### src/rtl/serial_to_parallel_converter_if.sv
// Bundle of the serial input, the parallel output handshake and the status
// outputs of the serial-to-parallel converter.
// The slave modport is the converter itself. The master modport is the
// surrounding logic that feeds bits in and consumes words.
interface serial_to_parallel_converter_if #(
  parameter int WIDTH = 4,
  parameter int DEPTH = 2
);
  logic                     serial_i;
  logic                     valid_i;
  logic [WIDTH-1:0]         parallel_o;
  logic                     valid_o;
  logic                     ready_i;
  logic                     overrun_o;
  logic                     abort_o;
  logic [$clog2(DEPTH):0]   level_o;

  modport slave (
    input  serial_i, valid_i, ready_i,
    output parallel_o, valid_o, overrun_o, abort_o, level_o
  );

  modport master (
    output serial_i, valid_i, ready_i,
    input  parallel_o, valid_o, overrun_o, abort_o, level_o
  );
endinterface

### src/rtl/serial_to_parallel_converter.sv
// Reassembles an LSB-first serial stream into WIDTH-bit words.
// Completed words go into a small show-ahead FIFO that is drained with a
// valid/ready handshake.
// A partial word that stalls for TIMEOUT idle cycles is thrown away.
// A completed word that finds the FIFO full (and no pop that cycle) is dropped
// and flagged.
module serial_to_parallel_converter #(
  parameter int WIDTH   = 4,
  parameter int DEPTH   = 2,
  parameter int TIMEOUT = 8
) (
  input  logic                           clk,
  input  logic                           reset,
  serial_to_parallel_converter_if.slave  bus
);
  localparam int AW = $clog2(DEPTH);
  localparam int LW = AW + 1;
  localparam int CW = $clog2(WIDTH);
  localparam int GW = (TIMEOUT > 0) ? $clog2(TIMEOUT + 1) : 1;

  typedef enum logic {ST_IDLE, ST_SHIFT} state_t;

  state_t          r_state;
  state_t          w_nextState;
  logic [CW-1:0]   r_bitCount;
  logic [CW-1:0]   w_nextBitCount;
  logic [GW-1:0]   r_gap;
  logic [GW-1:0]   w_nextGap;
  logic [WIDTH-1:0] r_shreg;
  logic [WIDTH-1:0] w_nextShreg;
  logic [WIDTH-1:0] w_shifted;
  logic            w_wordDone;
  logic            w_abort;

  logic [WIDTH-1:0] r_mem [DEPTH];
  logic [AW:0]     r_wrPtr;
  logic [AW:0]     r_rdPtr;
  logic [LW-1:0]   r_level;
  logic            r_overrun;
  logic            r_abort;
  logic            w_full;
  logic            w_empty;
  logic            w_push;
  logic            w_pop;
  logic            w_overrun;

  // The new bit always enters at the top, so the first bit ends up in bit 0.
  assign w_shifted = {bus.serial_i, r_shreg[WIDTH-1:1]};

  // Next-state and datapath decisions for word assembly and gap timeout.
  always_comb begin
    w_nextState    = r_state;
    w_nextBitCount = r_bitCount;
    w_nextGap      = r_gap;
    w_nextShreg    = r_shreg;
    w_wordDone     = 1'b0;
    w_abort        = 1'b0;
    case (r_state)
      ST_IDLE: begin
        w_nextGap = '0;
        if (bus.valid_i) begin
          w_nextShreg    = w_shifted;
          w_nextBitCount = CW'(1);
          w_nextState    = ST_SHIFT;
        end
      end
      ST_SHIFT: begin
        if (bus.valid_i) begin
          w_nextShreg = w_shifted;
          w_nextGap   = '0;
          if (r_bitCount == CW'(WIDTH - 1)) begin
            w_wordDone     = 1'b1;
            w_nextBitCount = '0;
            w_nextState    = ST_IDLE;
          end else begin
            w_nextBitCount = r_bitCount + CW'(1);
          end
        end else if (TIMEOUT != 0) begin
          if (r_gap == GW'(TIMEOUT - 1)) begin
            w_abort        = 1'b1;
            w_nextBitCount = '0;
            w_nextGap      = '0;
            w_nextState    = ST_IDLE;
          end else begin
            w_nextGap = r_gap + GW'(1);
          end
        end
      end
      default: begin
        w_nextState    = ST_IDLE;
        w_nextBitCount = '0;
        w_nextGap      = '0;
      end
    endcase
  end

  // Register the assembly state; reset discards any partial word.
  always_ff @(posedge clk or posedge reset) begin
    if (reset) begin
      r_state    <= ST_IDLE;
      r_bitCount <= '0;
      r_gap      <= '0;
      r_shreg    <= '0;
    end else begin
      r_state    <= w_nextState;
      r_bitCount <= w_nextBitCount;
      r_gap      <= w_nextGap;
      r_shreg    <= w_nextShreg;
    end
  end

  // The extra pointer bit tells full from empty when the indices match.
  // A pop frees a slot in the same cycle, so a full FIFO can still accept a word.
  assign w_empty   = (r_wrPtr == r_rdPtr);
  assign w_full    = (r_wrPtr[AW] != r_rdPtr[AW]) &&
                     (r_wrPtr[AW-1:0] == r_rdPtr[AW-1:0]);
  assign w_pop     = !w_empty && bus.ready_i;
  assign w_push    = w_wordDone && (!w_full || w_pop);
  assign w_overrun = w_wordDone && w_full && !w_pop;

  // Store a completed word at the write slot; storage needs no reset.
  always_ff @(posedge clk) begin
    if (w_push) begin
      r_mem[r_wrPtr[AW-1:0]] <= w_nextShreg;
    end
  end

  // Pointers, occupancy and the one-cycle status pulses.
  always_ff @(posedge clk or posedge reset) begin
    if (reset) begin
      r_wrPtr   <= '0;
      r_rdPtr   <= '0;
      r_level   <= '0;
      r_overrun <= 1'b0;
      r_abort   <= 1'b0;
    end else begin
      if (w_push) begin
        r_wrPtr <= r_wrPtr + (AW+1)'(1);
      end
      if (w_pop) begin
        r_rdPtr <= r_rdPtr + (AW+1)'(1);
      end
      r_level   <= r_level + LW'(w_push) - LW'(w_pop);
      r_overrun <= w_overrun;
      r_abort   <= w_abort;
    end
  end

  assign bus.valid_o    = !w_empty;
  assign bus.parallel_o = w_empty ? '0 : r_mem[r_rdPtr[AW-1:0]];
  assign bus.level_o    = r_level;
  assign bus.overrun_o  = r_overrun;
  assign bus.abort_o    = r_abort;
endmodule

### src/flat_wrapper.sv
// flat-port wrapper written by rule: the top's interface ports become plain ports
module serial_to_parallel_converter_flat 
#(
  parameter int WIDTH   = 4,
  parameter int DEPTH   = 2,
  parameter int TIMEOUT = 8
)
  (clk, reset, bus_serial_i, bus_valid_i, bus_ready_i, bus_parallel_o, bus_valid_o, bus_overrun_o, bus_abort_o, bus_level_o);
  serial_to_parallel_converter_if #(.WIDTH(WIDTH), .DEPTH(DEPTH)) bus_i ();
  input  logic clk;
  input  logic reset;
  input wire logic [$bits(bus_i.serial_i)-1:0] bus_serial_i;
  input wire logic [$bits(bus_i.valid_i)-1:0] bus_valid_i;
  input wire logic [$bits(bus_i.ready_i)-1:0] bus_ready_i;
  output wire logic [$bits(bus_i.parallel_o)-1:0] bus_parallel_o;
  output wire logic [$bits(bus_i.valid_o)-1:0] bus_valid_o;
  output wire logic [$bits(bus_i.overrun_o)-1:0] bus_overrun_o;
  output wire logic [$bits(bus_i.abort_o)-1:0] bus_abort_o;
  output wire logic [$bits(bus_i.level_o)-1:0] bus_level_o;
  assign bus_i.serial_i = bus_serial_i;
  assign bus_i.valid_i = bus_valid_i;
  assign bus_i.ready_i = bus_ready_i;
  assign bus_parallel_o = bus_i.parallel_o;
  assign bus_valid_o = bus_i.valid_o;
  assign bus_overrun_o = bus_i.overrun_o;
  assign bus_abort_o = bus_i.abort_o;
  assign bus_level_o = bus_i.level_o;
  serial_to_parallel_converter #(.WIDTH(WIDTH), .DEPTH(DEPTH), .TIMEOUT(TIMEOUT)) u_core (.clk(clk), .reset(reset), .bus(bus_i));
endmodule
### config.mk
export PLATFORM = sky130hd
export DESIGN_NAME = serial_to_parallel_converter_flat
export DESIGN_NICKNAME = d
export VERILOG_FILES = /design/src/rtl/serial_to_parallel_converter_if.sv /design/src/rtl/serial_to_parallel_converter.sv /design/src/flat_wrapper.sv
export SDC_FILE = /design/constraint.sdc
export NUM_CORES = 1
export LEC_CHECK = 0
export CAP_MARGIN = 20
export CELL_PAD_IN_SITES_DETAIL_PLACEMENT = 1
export CELL_PAD_IN_SITES_GLOBAL_PLACEMENT = 1
export CORE_MARGIN = 3
export CORE_UTILIZATION = 47
export CTS_CLUSTER_SIZE = 40
export DETAILED_ROUTE_END_ITERATION = 8
export PLACE_DENSITY_LB_ADDON = 0.08
export SYNTH_ARGS = -nofsm -noshare
export SYNTH_HDL_FRONTEND = slang
export SYNTH_SLANG_ARGS = --single-unit
### constraint.sdc
create_clock -name clk -period 3.04 [get_ports clk]
set_clock_uncertainty 0.05 [all_clocks]
set_input_delay 0.608 -clock clk [delete_from_list [all_inputs] [get_ports clk]]
set_output_delay 0.608 -clock clk [all_outputs]
set_load 0.05 [all_outputs]
Word level (Yosys, flattened, before mapping)
Memory sizes are Yosys's and may differ from the RTL's.
Cells that the tools add are included.
{"block": "word_totals", "register_bits": 19, "ram_bits": 8, "input_bits": 5, "output_inout_bits": 9, "word_cells": 57, "memories": 1}
{"name": "u_core.r_mem", "words": 2, "width": 4, "read_ports": 1, "rd_clocked_by_memory_dff": 0, "wr": 1, "line": "serial_to_parallel_converter.sv:35", "text": "logic [WIDTH-1:0] r_mem [DEPTH];"}
{"block": "classes", "addsub": 6, "n_eq_ne": 7, "n_mux": 23, "bitwise": 1, "n_reduce_logical": 10}
{"operator": "$mux W4", "count": 4}
{"operator": "$mux W1", "count": 12}
{"operator": "$mux W2", "count": 4}
{"operator": "$pmux W4 S2", "count": 1}
{"operator": "$add A2 B1 Y2 const B", "count": 3}
{"operator": "$logic_and A1 B1 Y1", "count": 5}
{"operator": "$add A4 B1 Y4 const B", "count": 1}
{"operator": "$eq A4 B3 Y1 const B", "count": 1}
{"operator": "$pmux W2 S2", "count": 1}
{"operator": "$logic_not A1 Y1", "count": 3}
{"operator": "$ne A3 B3 Y1 const B", "count": 1}
{"operator": "$add A2 B1 Y2", "count": 1}
{"operator": "$eq A2 B2 Y1", "count": 1}
{"operator": "$eq A2 B2 Y1 const B", "count": 1}
{"operator": "$ne A2 B2 Y1 const B", "count": 1}
{"operator": "$pmux W1 S2", "count": 1}
{"operator": "$reduce_and A2 Y1", "count": 1}
{"operator": "$sub A2 B1 Y2", "count": 1}
{"operator": "$eq A1 B1 Y1", "count": 1}
{"operator": "$logic_or A1 B1 Y1", "count": 1}
{"operator": "$ne A1 B1 Y1", "count": 1}
{"operator": "$not A1 Y1", "count": 1}

Longest topological paths before layout
{"block": "logic_depth", "word_depth": 7, "mapped_depth": 6, "ltp_nobuf": 5}

Worst setup path before layout
OpenSTA, ideal clock, no wires.
{"block": "synth_path", "path_type": "register to output", "startpoint": "register u_core.r_wrPtr[0]", "endpoint": "output port bus_parallel_o[0]", "arrival_ns": 1.428, "required_ns": 2.382, "setup_slack_ns": 0.954, "path_stages_with_launch": 5, "n_path_buf": 1, "path_cell_list": "dfrtp_1 buf_6 xor2_2 nor2_2 nor2_1"}
{"block": "synth_via", "elab_chain_len": 2}
{"element": "start: declaration", "line": "serial_to_parallel_converter.sv:36", "text": "logic [AW:0] r_wrPtr;"}
{"element": "start signal: assignment", "line": "serial_to_parallel_converter.sv:138", "text": "r_wrPtr <= r_wrPtr + (AW+1)'(1);"}
{"element": "$eq A2 B2 Y1", "line": "serial_to_parallel_converter.sv:114", "text": "assign w_empty = (r_wrPtr == r_rdPtr);"}
{"element": "$mux W4", "line": "serial_to_parallel_converter.sv:150", "text": "assign bus.parallel_o = w_empty ? '0 : r_mem[r_rdPtr[AW-1:0]];"}
{"element": "end: declaration", "line": "flat_wrapper.sv:15", "text": "output wire logic [$bits(bus_i.parallel_o)-1:0] bus_parallel_o;"}
Every way passes these cells.

Final worst setup path
{"block": "layout_path", "startpoint": "register u_core.r_wrPtr[0]", "endpoint": "output port bus_parallel_o[1]"}
The elaborated chain is that of the path after synthesis.

==> flow_summary.ini <==
[clock_network]
clockBufferDepth = 2
postCtsSetupBuffers = 0
cts.sinks = 27
clk_pin_slew_ps = 130
numCtsBuffers = 3
htreeDepth = 1
root_buffer = clkbuf_4
cts_tree = yes
clkLatencyLatePin_ps = 310

[grt]
grt_util_met3_pct = 2.069
grt_overflow = 0
globalRouteMet2Util_pct = 27.89
grt-busiest-layer = met2
use_met1_pct = 18.29
grt_max_degree = 20
antenna_found_initial = 0
grtUsageTotal_pct = 15.70
grt_pass1_vias = 809
grt_pass1_wl_um = 3864

[placement]
hpwlAfterDp_um = 1613
portBuffers = 13
placed_area_um2 = 1354
place.gp.congestion = 0.6968

[drt]
first_pass_iters = 2
dr.first_iter.drc_count = 12
via_per_inst = 5.288
via_count = 735
drt-total-wl_um = 2140
drc_errors = 0
detail-route-antenna-nets = 0
wire_per_inst_um = 15.40

[pwr]
power.density_nw_per_um2 = 1062
power.leakage_nw = 0.5766
vdd_drop_max_uv = 648.8

[sta]
min_period_over_period_pct = 92.74
slew_violations = 0
fmax_mhz = 354.7
hold_viol = 0
setup_viol = 0
timing.setup.tns_ps = 0
slew-limit-headroom_pct = 52.58
rsz0062_at_grt = no
fin_crit_ps = 2819
worstMarginPinSlew_ps = 710.5

[logic_synthesis]
syn-num-nets = 104
ys.flop_type = dfrtp_1
avgSynthCellArea_um2 = 12.52
synth_edf_count = 8
synth_top_area_cell = dfrtp_1
yosysUniqueCellTypes = 31
syn_inst = 97
seq_area_frac_synth_pct = 58.91
async_flop_share_pct = 70.37
synth_top_area_share_pct = 39.13
synth.cells.most_frequent = dfrtp_1, nor2_1, edfxtp_1, nand2_1
synth_area_um2 = 1215
synth_area_leaders = dfrtp_1, edfxtp_1, mux2i_1
yosysWarnings = 0
yosysMostFrequentCell = dfrtp_1
synth-seq-cells = 27

[final_layout]
final_nets = 119
final_cell_area_um2 = 1381
synthToLayoutAreaGrowth_pct = 13.70
fill_cells = 242
drive_gt1_share_pct = 11.71
antenna-diode-count = 0

[worst_setup_path]
cp_data_required_time_ps = 2380
crit_slowest_cell = clkdlybuf4s50_1
path_cells = xor2_2 > nor2_2 > nor2_1 > clkdlybuf4s50_1
setup.worst_path.class = reg2out
cpPeakStageDelay_ps = 810
worst-path-max-fanout = 6
end_kind = output pin
start_kind = register
crit_arrival_ps = 2160

[floorplanning]
io_pins = 14
placeableCoreArea_um2 = 2340
dieWidth_um = 56.84
start_util_pct = 51.93
rows = 17
die-area_um2 = 3231
die_h_um = 56.84

[hold_path]
hold_class = reg2reg

[flow_run]
drv_cap = 0

[outcome]
status = completed
## layout by cell type, fill, tap and decap left out
cell             netlist  routed
o22ai_2                1       1
nand2b_1               1       1
o211ai_2               1       1
nor2_2                 1       1
nand3_1                5       5
nor2_1                 9       9
xor2_2                 2       2
xnor2_1                5       5
clkdlybuf4s50_1        0      13
nor2b_1                1       1
and3b_1                1       1
edfxtp_1               8       8
inv_2                  1       1
o21ai_0                1       1
mux2_1                 3       3
dfrtp_1               19      18
mux2i_1                5       5
ha_1                   2       2
a21oi_1                1       1
a22o_1                 1       1
nand2_1                8       8
inv_1                  3       3
clkbuf_1               1       1
clkbuf_4               0       3
mux2_2                 2       2
o21ai_1                4       4
a21boi_0               1       1
and3_1                 2       2
xor2_1                 2       2
xnor2_2                1       1
nor3_1                 2       2
dfrtp_2                0       1
a31oi_1                1       1
## cells by family after synthesis
| family | count (synthesis) | synth area share (%) |
|---|---|---|
| AND/OR/NAND/NOR | 30 | 11.43 |
| XOR/XNOR | 10 | 9.063 |
| AO/OA/AOI/OAI | 11 | 6.385 |
| adder cells (fa/ha/maj) | 2 | 2.059 |
| flip-flops | 27 | 58.91 |
| multiplexers | 10 | 8.754 |
| buffers and inverters | 7 | 3.398 |
## metrics by stage
stage | power [W] | setup slack, ps | hold WS [ps] | utilization (%) | std cells
after global placement | 0.001299 | 561.6 | 408.0 | 57.86 | 135
after global routing | 0.001568 | 78.46 | 468.1 | 59.04 | 139
after floorplan | 0.001138 | 954.1 | 393.7 | - | 97
after CTS | 0.001487 | 95.18 | 443.2 | 58.98 | 139
final | 0.001467 | 220.6 | 434.7 | 59.04 | 139
after detailed placement | 0.001334 | 480.3 | 424.1 | 57.86 | 135
## final cells by class
class | instances | area, µm² | area share (%)
timing repair buffer | 13 | 130.1 | 9.420
tap | 28 | 35.03 | 2.536
multi-input combinational | 63 | 457.9 | 33.15
clock buffer | 4 | 26.28 | 1.902
sequential | 27 | 716.9 | 51.90
inverter | 4 | 15.01 | 1.087
## critical path, delay by kind of cell (launching register included)
family	cells	cell delay [ps]
buf+inv	1	810
simple gates	2	230
flops	1	570
xor+xnor	1	230
## registers in the layout (all words and copies together), names as in the netlist
signal                cells
u_core.r_mem              8
u_core.r_gap              4
u_core.r_shreg            4
u_core.bus.level_o        2
u_core.r_bitCount         2
u_core.r_rdPtr            2
u_core.r_wrPtr            2
u_core.bus.abort_o        1
u_core.bus.overrun_o      1
u_core.r_state            1
## per-layer routing
metal  wire length (µm)  vias up
met4                 53        0
met1                898      361
met3                 49        5
met5                  0        -
met2               1139       12
li1                   -      357
## repair_timing
item | CTS | global route
hold buffers | 0 | 0
setup endpoints to repair | 0 | 3
resized for setup | 0 | 1
## power breakdown
group | total (W) | internal [W] | leakage, nW | switching, W
registers | 0.000567 | 0.000458 | 0.306 | 0.000109
clock network | 0.000146 | 0.0000513 | 0.0150 | 0.0000949
logic | 0.000754 | 0.000287 | 0.255 | 0.000467
## final timing paths
| path | cells after the start | end | slack, ps | start |
|---|---|---|---|---|
| worst max-delay path | 4 | bus_parallel_o[1] | 220 | u_core.r_wrPtr[0] |
| max in group asynchronous | 2 | u_core.r_rdPtr[0] | 1810 | reset |
| worst min-delay path | 1 | u_core.bus.level_o[1] | 430 | u_core.bus.level_o[1] |
| worst max register to register | 4 | u_core.r_mem[0][3] | 1360 | u_core.r_wrPtr[0] |
| min in group asynchronous | 2 | u_core.r_gap[2] | 640 | reset |
| worst min register to register | 1 | u_core.bus.level_o[1] | 430 | u_core.bus.level_o[1] |
Note: power is estimated with default switching activity, not from simulation.
